[src/rtl/tdd_pattern_gen_if.sv]
// Configuration/status bundle between the ARM-side registers (master) and tdd_pattern_gen (slave).
// Defining TDD_PATTERN_IRQ_EN adds the i_irq_clr / o_irq pair.
interface tdd_pattern_gen_if #(
  parameter int CNT_W = 16,
  parameter int FRM_W = 16
);
  logic             i_start;
  logic             i_stop;
  logic [CNT_W-1:0] i_tx_len;
  logic [CNT_W-1:0] i_gap_tr;
  logic [CNT_W-1:0] i_rx_len;
  logic [CNT_W-1:0] i_gap_rt;
  logic [FRM_W-1:0] i_num_frames;
  logic             o_Tx_en;
  logic             o_Rx_en;
  logic             o_busy;
  logic             o_frame_done;
  logic [FRM_W-1:0] o_frame_cnt;
`ifdef TDD_PATTERN_IRQ_EN
  logic             i_irq_clr;
  logic             o_irq;

  modport master (
    output i_start, i_stop, i_tx_len, i_gap_tr, i_rx_len, i_gap_rt, i_num_frames, i_irq_clr,
    input  o_Tx_en, o_Rx_en, o_busy, o_frame_done, o_frame_cnt, o_irq
  );
  modport slave (
    input  i_start, i_stop, i_tx_len, i_gap_tr, i_rx_len, i_gap_rt, i_num_frames, i_irq_clr,
    output o_Tx_en, o_Rx_en, o_busy, o_frame_done, o_frame_cnt, o_irq
  );
`else
  modport master (
    output i_start, i_stop, i_tx_len, i_gap_tr, i_rx_len, i_gap_rt, i_num_frames,
    input  o_Tx_en, o_Rx_en, o_busy, o_frame_done, o_frame_cnt
  );
  modport slave (
    input  i_start, i_stop, i_tx_len, i_gap_tr, i_rx_len, i_gap_rt, i_num_frames,
    output o_Tx_en, o_Rx_en, o_busy, o_frame_done, o_frame_cnt
  );
`endif
endinterface

[src/rtl/tdd_pattern_gen.sv]
// TDD frame schedule generator: TX, TX->RX guard, RX, RX->TX guard, repeated per frame.
// Optional macro TDD_PATTERN_IRQ_EN adds a sticky end-of-run interrupt.
module tdd_pattern_gen #(
  parameter int CNT_W = 16,
  parameter int FRM_W = 16
) (
  input logic              clk_in,
  input logic              rst_n,
  tdd_pattern_gen_if.slave bus
);

  localparam logic [2:0] IDLE   = 3'd0;
  localparam logic [2:0] TX     = 3'd1;
  localparam logic [2:0] GAP_TR = 3'd2;
  localparam logic [2:0] RX     = 3'd3;
  localparam logic [2:0] GAP_RT = 3'd4;

  // Phase i (0..3) maps to state i+1; lengths are packed with phase 0 in the low slice.
  function automatic logic [2:0] first_phase(input logic [4*CNT_W-1:0] lens, input int from);
    first_phase = IDLE;
    for (int i = 3; i >= 0; i--)
      if (i >= from && lens[i*CNT_W +: CNT_W] != '0) first_phase = 3'(i + 1);
  endfunction

  function automatic logic [CNT_W-1:0] phase_load(input logic [4*CNT_W-1:0] lens, input logic [2:0] st);
    phase_load = '0;
    if (st != IDLE) phase_load = lens[(int'(st) - 1)*CNT_W +: CNT_W] - CNT_W'(1);
  endfunction

  logic [4*CNT_W-1:0] lens_in, lens_q;
  logic [FRM_W-1:0]   num_q, frame_cnt, frame_cnt_nx, frame_inc;
  logic [CNT_W-1:0]   cnt, cnt_nx;
  logic [2:0]         state, state_nx;
  logic               stop_pend, stop_nx, done_nx, load;
  logic               tx_en, rx_en, busy, frame_done;

  assign lens_in   = {bus.i_gap_rt, bus.i_rx_len, bus.i_gap_tr, bus.i_tx_len};
  assign frame_inc = (frame_cnt == '1) ? frame_cnt : frame_cnt + FRM_W'(1);

  always_comb begin
    state_nx     = state;
    cnt_nx       = cnt;
    stop_nx      = stop_pend;
    frame_cnt_nx = frame_cnt;
    done_nx      = 1'b0;
    load         = 1'b0;
    if (state == IDLE) begin
      if (bus.i_start && (bus.i_tx_len != '0 || bus.i_rx_len != '0)) begin
        load         = 1'b1;
        frame_cnt_nx = '0;
        state_nx     = first_phase(lens_in, 0);
        cnt_nx       = phase_load(lens_in, state_nx);
      end
    end else begin
      if (bus.i_stop) stop_nx = 1'b1;
      if (cnt != '0) begin
        cnt_nx = cnt - CNT_W'(1);
      end else begin
        state_nx = first_phase(lens_q, int'(state));
        // No later non-zero phase means this was the last active cycle of the frame.
        if (state_nx == IDLE) begin
          done_nx      = 1'b1;
          frame_cnt_nx = frame_inc;
          if (!((num_q != '0 && frame_inc == num_q) || stop_pend || bus.i_stop))
            state_nx = first_phase(lens_q, 0);
        end
        cnt_nx = phase_load(lens_q, state_nx);
      end
      if (state_nx == IDLE) stop_nx = 1'b0;
    end
  end

  always_ff @(posedge clk_in) begin
    if (!rst_n) begin
      state      <= IDLE;
      cnt        <= '0;
      lens_q     <= '0;
      num_q      <= '0;
      stop_pend  <= 1'b0;
      frame_cnt  <= '0;
      tx_en      <= 1'b0;
      rx_en      <= 1'b0;
      busy       <= 1'b0;
      frame_done <= 1'b0;
    end else begin
      state      <= state_nx;
      cnt        <= cnt_nx;
      stop_pend  <= stop_nx;
      frame_cnt  <= frame_cnt_nx;
      tx_en      <= (state_nx == TX);
      rx_en      <= (state_nx == RX);
      busy       <= (state_nx != IDLE);
      frame_done <= done_nx;
      if (load) begin
        lens_q <= lens_in;
        num_q  <= bus.i_num_frames;
      end
    end
  end

  assign bus.o_Tx_en      = tx_en;
  assign bus.o_Rx_en      = rx_en;
  assign bus.o_busy       = busy;
  assign bus.o_frame_done = frame_done;
  assign bus.o_frame_cnt  = frame_cnt;

`ifdef TDD_PATTERN_IRQ_EN
  logic irq;

  // Set has priority over clear so a run end is never lost.
  always_ff @(posedge clk_in) begin
    if (!rst_n)                                irq <= 1'b0;
    else if (state != IDLE && state_nx == IDLE) irq <= 1'b1;
    else if (bus.i_irq_clr)                     irq <= 1'b0;
  end

  assign bus.o_irq = irq;
`endif

endmodule

[src/flat_wrapper.sv]
// flat-port wrapper written by rule: the top's interface ports become plain ports
module tdd_pattern_gen_flat 
#(
  parameter int CNT_W = 16,
  parameter int FRM_W = 16
)
  (clk_in, rst_n, bus_i_start, bus_i_stop, bus_i_tx_len, bus_i_gap_tr, bus_i_rx_len, bus_i_gap_rt, bus_i_num_frames, bus_o_Tx_en, bus_o_Rx_en, bus_o_busy, bus_o_frame_done, bus_o_frame_cnt);
  tdd_pattern_gen_if #(.CNT_W(CNT_W), .FRM_W(FRM_W)) bus_i ();
  input logic clk_in;
  input logic rst_n;
  input wire logic [$bits(bus_i.i_start)-1:0] bus_i_start;
  input wire logic [$bits(bus_i.i_stop)-1:0] bus_i_stop;
  input wire logic [$bits(bus_i.i_tx_len)-1:0] bus_i_tx_len;
  input wire logic [$bits(bus_i.i_gap_tr)-1:0] bus_i_gap_tr;
  input wire logic [$bits(bus_i.i_rx_len)-1:0] bus_i_rx_len;
  input wire logic [$bits(bus_i.i_gap_rt)-1:0] bus_i_gap_rt;
  input wire logic [$bits(bus_i.i_num_frames)-1:0] bus_i_num_frames;
  output wire logic [$bits(bus_i.o_Tx_en)-1:0] bus_o_Tx_en;
  output wire logic [$bits(bus_i.o_Rx_en)-1:0] bus_o_Rx_en;
  output wire logic [$bits(bus_i.o_busy)-1:0] bus_o_busy;
  output wire logic [$bits(bus_i.o_frame_done)-1:0] bus_o_frame_done;
  output wire logic [$bits(bus_i.o_frame_cnt)-1:0] bus_o_frame_cnt;
  assign bus_i.i_start = bus_i_start;
  assign bus_i.i_stop = bus_i_stop;
  assign bus_i.i_tx_len = bus_i_tx_len;
  assign bus_i.i_gap_tr = bus_i_gap_tr;
  assign bus_i.i_rx_len = bus_i_rx_len;
  assign bus_i.i_gap_rt = bus_i_gap_rt;
  assign bus_i.i_num_frames = bus_i_num_frames;
  assign bus_o_Tx_en = bus_i.o_Tx_en;
  assign bus_o_Rx_en = bus_i.o_Rx_en;
  assign bus_o_busy = bus_i.o_busy;
  assign bus_o_frame_done = bus_i.o_frame_done;
  assign bus_o_frame_cnt = bus_i.o_frame_cnt;
  tdd_pattern_gen #(.CNT_W(CNT_W), .FRM_W(FRM_W)) u_core (.clk_in(clk_in), .rst_n(rst_n), .bus(bus_i));
endmodule
[config.mk]
export PLATFORM = sky130hd
export DESIGN_NAME = tdd_pattern_gen_flat
export DESIGN_NICKNAME = d
export VERILOG_FILES = /design/src/rtl/tdd_pattern_gen_if.sv /design/src/rtl/tdd_pattern_gen.sv /design/src/flat_wrapper.sv
export SDC_FILE = /design/constraint.sdc
export NUM_CORES = 1
export LEC_CHECK = 0
export CORE_ASPECT_RATIO = 0.75
export CORE_MARGIN = 4
export CORE_UTILIZATION = 50
export DETAILED_ROUTE_END_ITERATION = 10
export PLACE_DENSITY = 0.7
export SLEW_MARGIN = 10
export SYNTH_ARGS = -nofsm -noshare
export SYNTH_HDL_FRONTEND = slang
export SYNTH_SLANG_ARGS = --single-unit
[constraint.sdc]
create_clock -name clk_in -period 8.7 [get_ports clk_in]
set_input_delay 0.87 -clock clk_in [delete_from_list [all_inputs] [get_ports clk_in]]
set_output_delay 0.87 -clock clk_in [all_outputs]
set_load 0.1 [all_outputs]
Yosys cells after proc, flatten, opt, wreduce, memory -nomap -nowiden
Index checks and enable logic that the tools add are counted.
{"block": "totals", "ff_bits": 120, "wordCells": 99}
{"block": "op_classes", "addsub": 6, "magnitude_cmp": 4, "eq_ne": 6, "shift": 2, "muxes": 39, "bitwise_logic": 2, "reduce_logical": 30}
{"operator": "$mux 16", "count": 10}
{"operator": "$reduce_bool 16->1", "count": 10}
{"operator": "$shiftx 64x32->16", "count": 2}
{"operator": "$mux 3", "count": 24}
{"operator": "$sub 16x1->16 const B", "count": 3}
{"operator": "$add 16x1->16 const B", "count": 1}
{"operator": "$eq 16x16->1", "count": 1}
{"operator": "$eq 16x16->1 const B", "count": 1}
{"operator": "$logic_not 3->1", "count": 3}
{"operator": "$reduce_bool 3->1", "count": 3}
{"operator": "$sub 3x1->4 const B", "count": 2}
{"operator": "$ge 1x3->1 const A", "count": 2}
{"operator": "$ge 2x3->1 const A", "count": 2}
{"operator": "$logic_and 1x1->1", "count": 6}
{"operator": "$mux 1", "count": 5}
{"operator": "$reduce_bool 2->1", "count": 2}
{"operator": "$eq 3x1->1 const B", "count": 1}
{"operator": "$eq 3x2->1 const B", "count": 1}
{"operator": "$logic_or 1x1->1", "count": 3}
{"operator": "$reduce_and 3->1", "count": 1}
{"operator": "$reduce_or 3->1", "count": 1}
{"operator": "$ne 2x1->1 const B", "count": 1}
{"operator": "$ne 2x2->1 const B", "count": 1}
{"operator": "$not 1->1", "count": 2}
{"operator": "$reduce_and 2->1", "count": 1}

Longest topological paths before layout
{"block": "logic_depth", "ltp_word": 18, "mapped_depth": 26, "depth_no_buf": 20}

Least setup slack after synthesis
OpenSTA, ideal clock, no wires.
{"block": "synth_timing", "path_type": "reg-to-reg", "start": "reg u_core.frame_cnt[1] (netlist: u_core.bus.o_frame_cnt[1])", "end": "reg u_core.cnt[8]", "arrival_time_ps": 7200, "t_required_ps": 8614, "setup_slack_ps": 1414, "path_stages_with_launch": 26, "path_buffers": 7, "synth_period_minus_slack_ps": 7286, "cell_sequence": "dfxtp_1 -> ha_1 -> nand3_2 -> a311oi_4 -> o211ai_2 -> or3_1 -> or4_4 -> nor4_4 -> nor2_4 -> inv_2 -> buf_2 -> ha_1 -> clkbuf_1 -> clkbuf_1 -> buf_1 -> clkbuf_1 -> buf_1 -> mux2i_1 -> o22ai_1 -> nand2_1 -> ha_1 -> clkbuf_1 -> inv_1 -> nor4_1 -> o31ai_1 -> a211oi_1"}
{"block": "synth_via", "elab_chain_cells": 16, "word_cells_on_any_way": 18}
{"element": "start: declaration", "line": "tdd_pattern_gen.sv:31", "rtl": "logic [FRM_W-1:0] num_q, frame_cnt, frame_cnt_nx, frame_inc;"}
{"element": "start signal: assignment", "line": "tdd_pattern_gen.sv:89", "rtl": "frame_cnt <= frame_cnt_nx;"}
{"element": "$add 16x1->16 / $eq 16x16->1 (equally long branches)", "line": "tdd_pattern_gen.sv:38", "rtl": "assign frame_inc = (frame_cnt == '1) ? frame_cnt : frame_cnt + FRM_W'(1);"}
{"element": "$mux 16 (*)", "line": "tdd_pattern_gen.sv:38"}
{"element": "$eq 16x16->1 (*)", "line": "tdd_pattern_gen.sv:64", "rtl": "if (!((num_q != '0 && frame_inc == num_q) || stop_pend || bus.i_stop))"}
{"element": "$logic_and 1x1->1 (*)", "line": "tdd_pattern_gen.sv:64"}
{"element": "$logic_or 1x1->1 (*) (2 in series)", "line": "tdd_pattern_gen.sv:64"}
{"element": "$mux 3 (*)", "line": "tdd_pattern_gen.sv:64"}
{"element": "$mux 3 (*)", "line": "tdd_pattern_gen.sv:61", "rtl": "if (state_nx == IDLE) begin"}
{"element": "$mux 3 (*)", "line": "tdd_pattern_gen.sv:56", "rtl": "if (cnt != '0) begin"}
{"element": "$mux 3 (*)", "line": "tdd_pattern_gen.sv:47", "rtl": "if (state == IDLE) begin"}
{"element": "$sub 3x1->4", "line": "tdd_pattern_gen.sv:27", "rtl": "if (st != IDLE) phase_load = lens[(int'(st) - 1)*CNT_W +: CNT_W] - CNT_W'(1);"}
{"element": "$shiftx 64x32->16", "line": "tdd_pattern_gen.sv:27"}
{"element": "$sub 16x1->16", "line": "tdd_pattern_gen.sv:27"}
{"element": "$mux 16 (*)", "line": "tdd_pattern_gen.sv:27"}
{"element": "$mux 16 (*)", "line": "tdd_pattern_gen.sv:56"}
{"element": "$mux 16 (*)", "line": "tdd_pattern_gen.sv:47"}
{"element": "end signal: assignment", "line": "tdd_pattern_gen.sv:87", "rtl": "cnt <= cnt_nx;"}
{"element": "end: declaration", "line": "tdd_pattern_gen.sv:32", "rtl": "logic [CNT_W-1:0] cnt, cnt_nx;"}
Mark *: on every way between the ends. The rest lies on a longest branch, timed or not. The select of a mux whose other input is x is not followed.
A chain may end at the register's enable or synchronous reset.

Worst setup path after layout
{"block": "layout_timing", "start": "reg u_core.frame_cnt[7] (netlist: u_core.bus.o_frame_cnt[7])", "end": "reg u_core.cnt[12]"}
Same word-level chain as after synthesis.

==> impl_metrics.csv <==
group,metric,value,unit
finish,num_antenna_cells,0,
clock_tree,clkLatencyLatePin,0.44,ns
synthesis,netlist_area,0.00867,mm^2
worst_setup_path,r2r_slack,1.82,ns
placement,gp_congestion,1.06,
power,p_per_area,238,mW/mm^2
placement,portBuffers,103,
timing,rsz0062_at_grt,"false",
worst_setup_path,worstPathArrival,7.15,ns
timing,skew,0.0173,ns
worst_hold_path,min_path_type,"flip-flop to flip-flop",
grt,grt_overflow,0,
synthesis,yosysMostFrequentCell,"nand2_1",
floorplan,rows,41,
clock_tree,cts_root_buf,"clkbuf_16",
timing,tightest_slew,1.16,ns
clock_tree,postCtsHoldBufs,0,
grt,grt_pass1_wl,52700,um
floorplan,start_util,0.512,
synthesis,synth_ff_type,"dfxtp_1",
clock_tree,cts_setup_buffers,0,
floorplan,chipWidth,160,um
synthesis,synth_edf_count,0,
route,num_vias,10000,
timing,layout_min_cycle_time,6.88,ns
grt,track_usage,0.350,
synthesis,syn_avg_cell_area,7.13,um^2
worst_setup_path,path_cells,"nand4_1 > nor4_1 > mux2i_1 > or3_1 > or4_4 > nor4_4 > nor2_4 > inv_2 > ha_2 > buf_4 > o31ai_1 > o21ai_0 > or3_1 > a31oi_2 > and3b_1 > o41ai_2",
worst_hold_path,hp-start,"u_core.lens_q[29]",
route,drc,0,
worst_setup_path,worstSetupPathType,"flip-flop to flip-flop",
worst_hold_path,min_path_cells,2,
clock_tree,htreeDepth,4,
job,cap_violations,0,
floorplan,io_pins,104,
timing,slew_viol_final,0,
route,drt-vias-per-instance,6.68,
timing,fin_crit_sh,0.791,
synthesis,yosysSeqAreaShare,0.277,
worst_hold_path,hold_path_end,"u_core.lens_q[29]",
clock_tree,clk_pin_slew,0.06,ns
timing,fmax,0.145,GHz
worst_setup_path,worstSetupStartpointType,"flip-flop",
clock_tree,cts.sinks,120,
synthesis,synth_area_leaders,"dfxtp_1 (28%), nand2_1 (11%), a21oi_1 (7.5%)",
floorplan,die_h,122,um
placement,dpl.hpwl,27300,um
grt,grt_antenna_before_repair,1,
worst_setup_path,end_kind,"flip-flop",
synthesis,syn-num-nets,1308,
finish,synthToLayoutAreaGrowth,19.4,%
grt,grt_max_degree,82,
power,total_power,0.00246,W
synthesis,yosysUniqueCellTypes,85,
timing,setup_viol,0,
route,drtPass1Iterations,5,
synthesis,synthCells,1216,
clock_tree,cts-resized-gates,0,
clock_tree,cts_tree,"yes",
clock_tree,cts_buffer_depth,2,
route,wl_per_cell,23.3,um
clock_tree,cts_buffers,17,
worst_setup_path,worst_path_most_repeated_cell,"or3_1",
route,postRouteWirelength,35000,um
timing,hold_viol_final,0,
synthesis,synthArstFlopShare,0,
timing,slew_headroom,0.224,
worst_setup_path,max_stage_delay,0.60,ns
synthesis,synth_top_area_share,0.277,
worst_setup_path,timing.rr.start,"u_core.bus.o_frame_cnt[7]",
route,drtIter0Drc,1357,
power,ir_drop,0.122,mV
worst_setup_path,cp_max_fo,28,
synthesis,synth-seq-cells,120,
floorplan,fp.dieArea,0.0195,mm^2
synthesis,synth_top_cell_by_area,"dfxtp_1",
worst_setup_path,worstPathRequired,8.97,ns
worst_setup_path,slowest_stage,"nand4_1",
worst_setup_path,r2r_cells,16,
synthesis,yosys-top-cells-count,"nand2_1 (244), a21oi_1 (129), dfxtp_1 (120)",
power,power_leakage,3.79,nW
worst_setup_path,r2r-end,"u_core.cnt[12]",
grt,grt_pass1_vias,8702,
finish,layout-drive-gt1-share,0.0745,
floorplan,core,0.0169,mm^2
finish,layout.nets,1368,
timing,tns,0,ns
route,ant_nets,0,
synthesis,ys_warn_count,0,
status,run_status,"finished clean",
## how the worst max path moves through the flow
stage	start	endpoint	slack (ns)
2_1_floorplan	u_core.bus.o_frame_cnt[1]	u_core.cnt[8]	1.41
3_5_place_dp	u_core.bus.o_frame_cnt[7]	u_core.cnt[12]	2.06
6_report	u_core.bus.o_frame_cnt[7]	u_core.cnt[12]	1.82
4_1_cts	u_core.bus.o_frame_cnt[7]	u_core.cnt[12]	2.02
5_1_grt	u_core.bus.o_frame_cnt[7]	u_core.cnt[12]	1.49
3_3_place_gp	u_core.bus.o_frame_cnt[7]	u_core.cnt[12]	2.14
## worst max-delay path: cells and delay by family, from the launching register on
family,cells,cell delay [ns]
buf+inv,2,0.69
fa+ha+maj,1,0.52
compound gates,4,1.38
flops,1,0.47
mux,1,0.15
simple gates,8,3.52
## per-layer routing
layer,track usage,routed length (um),vias to the layer above
li1,-,-,4619
met5,0,13,-
met2,0.442,13000,616
met4,0.0639,343,2
met1,0.532,16100,4760
met3,0.162,5610,45
## state kept, by name (all words and copies together), names as in the netlist
| register | flops |
|---|---|
| u_core.bus.o_Rx_en | 1 |
| u_core.state | 3 |
| u_core.lens_q | 64 |
| u_core.cnt | 16 |
| u_core.bus.o_frame_done | 1 |
| u_core.bus.o_Tx_en | 1 |
| u_core.bus.o_frame_cnt | 16 |
| u_core.num_q | 16 |
| u_core.bus.o_busy | 1 |
| u_core.stop_pend | 1 |
## stage by stage
stage,cells,setup slack [ns],hold slack (ns),area [um^2],utilization
floorplan,1216,1.41,0.441,8670,-
global placement,1472,2.14,0.465,9760,0.576
detailed placement,1472,2.06,0.469,9760,0.576
CTS,1504,2.02,0.477,10300,0.611
global route,1504,1.49,0.499,10300,0.611
finish,1504,1.82,0.483,10300,0.611
## report_power, final
group	switching, W	total, W	internal [W]	leakage [nW]
clock	0.000295	0.000711	0.000416	0.288
sequential	0.0000692	0.000675	0.000605	0.983
combinational	0.000680	0.00107	0.000393	2.52
total	0.00104	0.00246	0.00141	3.79
## placed cells by master, fill, tap and decap left out, types with 12 or more instances in the layout
cell	count
a211oi_1	14
a21o_1	16
a21oi_1	129
a31oi_1	27
buf_4	14
clkbuf_16	17
clkdlybuf4s50_1	103
dfxtp_1	120
inv_1	22
mux2_2	17
mux2i_1	28
nand2_1	244
nand3_1	41
nand4_1	19
nor2_1	76
nor3_1	44
nor4_1	40
o21ai_0	52
o21ai_1	12
or3_1	13
xnor2_1	17
xor2_1	17
## cell type report
class	count	area [um^2]
tap	215	269
clock inverter	13	133
clock buffer	19	453
inverter	24	90.1
timing repair buffer	117	1140
fill	1576	6580
multi-input combinational	996	5860
sequential	120	2400
## cells by family after synthesis
family                     synth area share
buffers and inverters                0.0487
muxes                                0.0544
AOI/OAI and AO/OA                     0.267
xor gates and xnor gates             0.0362
and+or+nand+nor                       0.305
DFF                                   0.277
adders and majority gates            0.0116
Power figures use the tool's default switching activity.
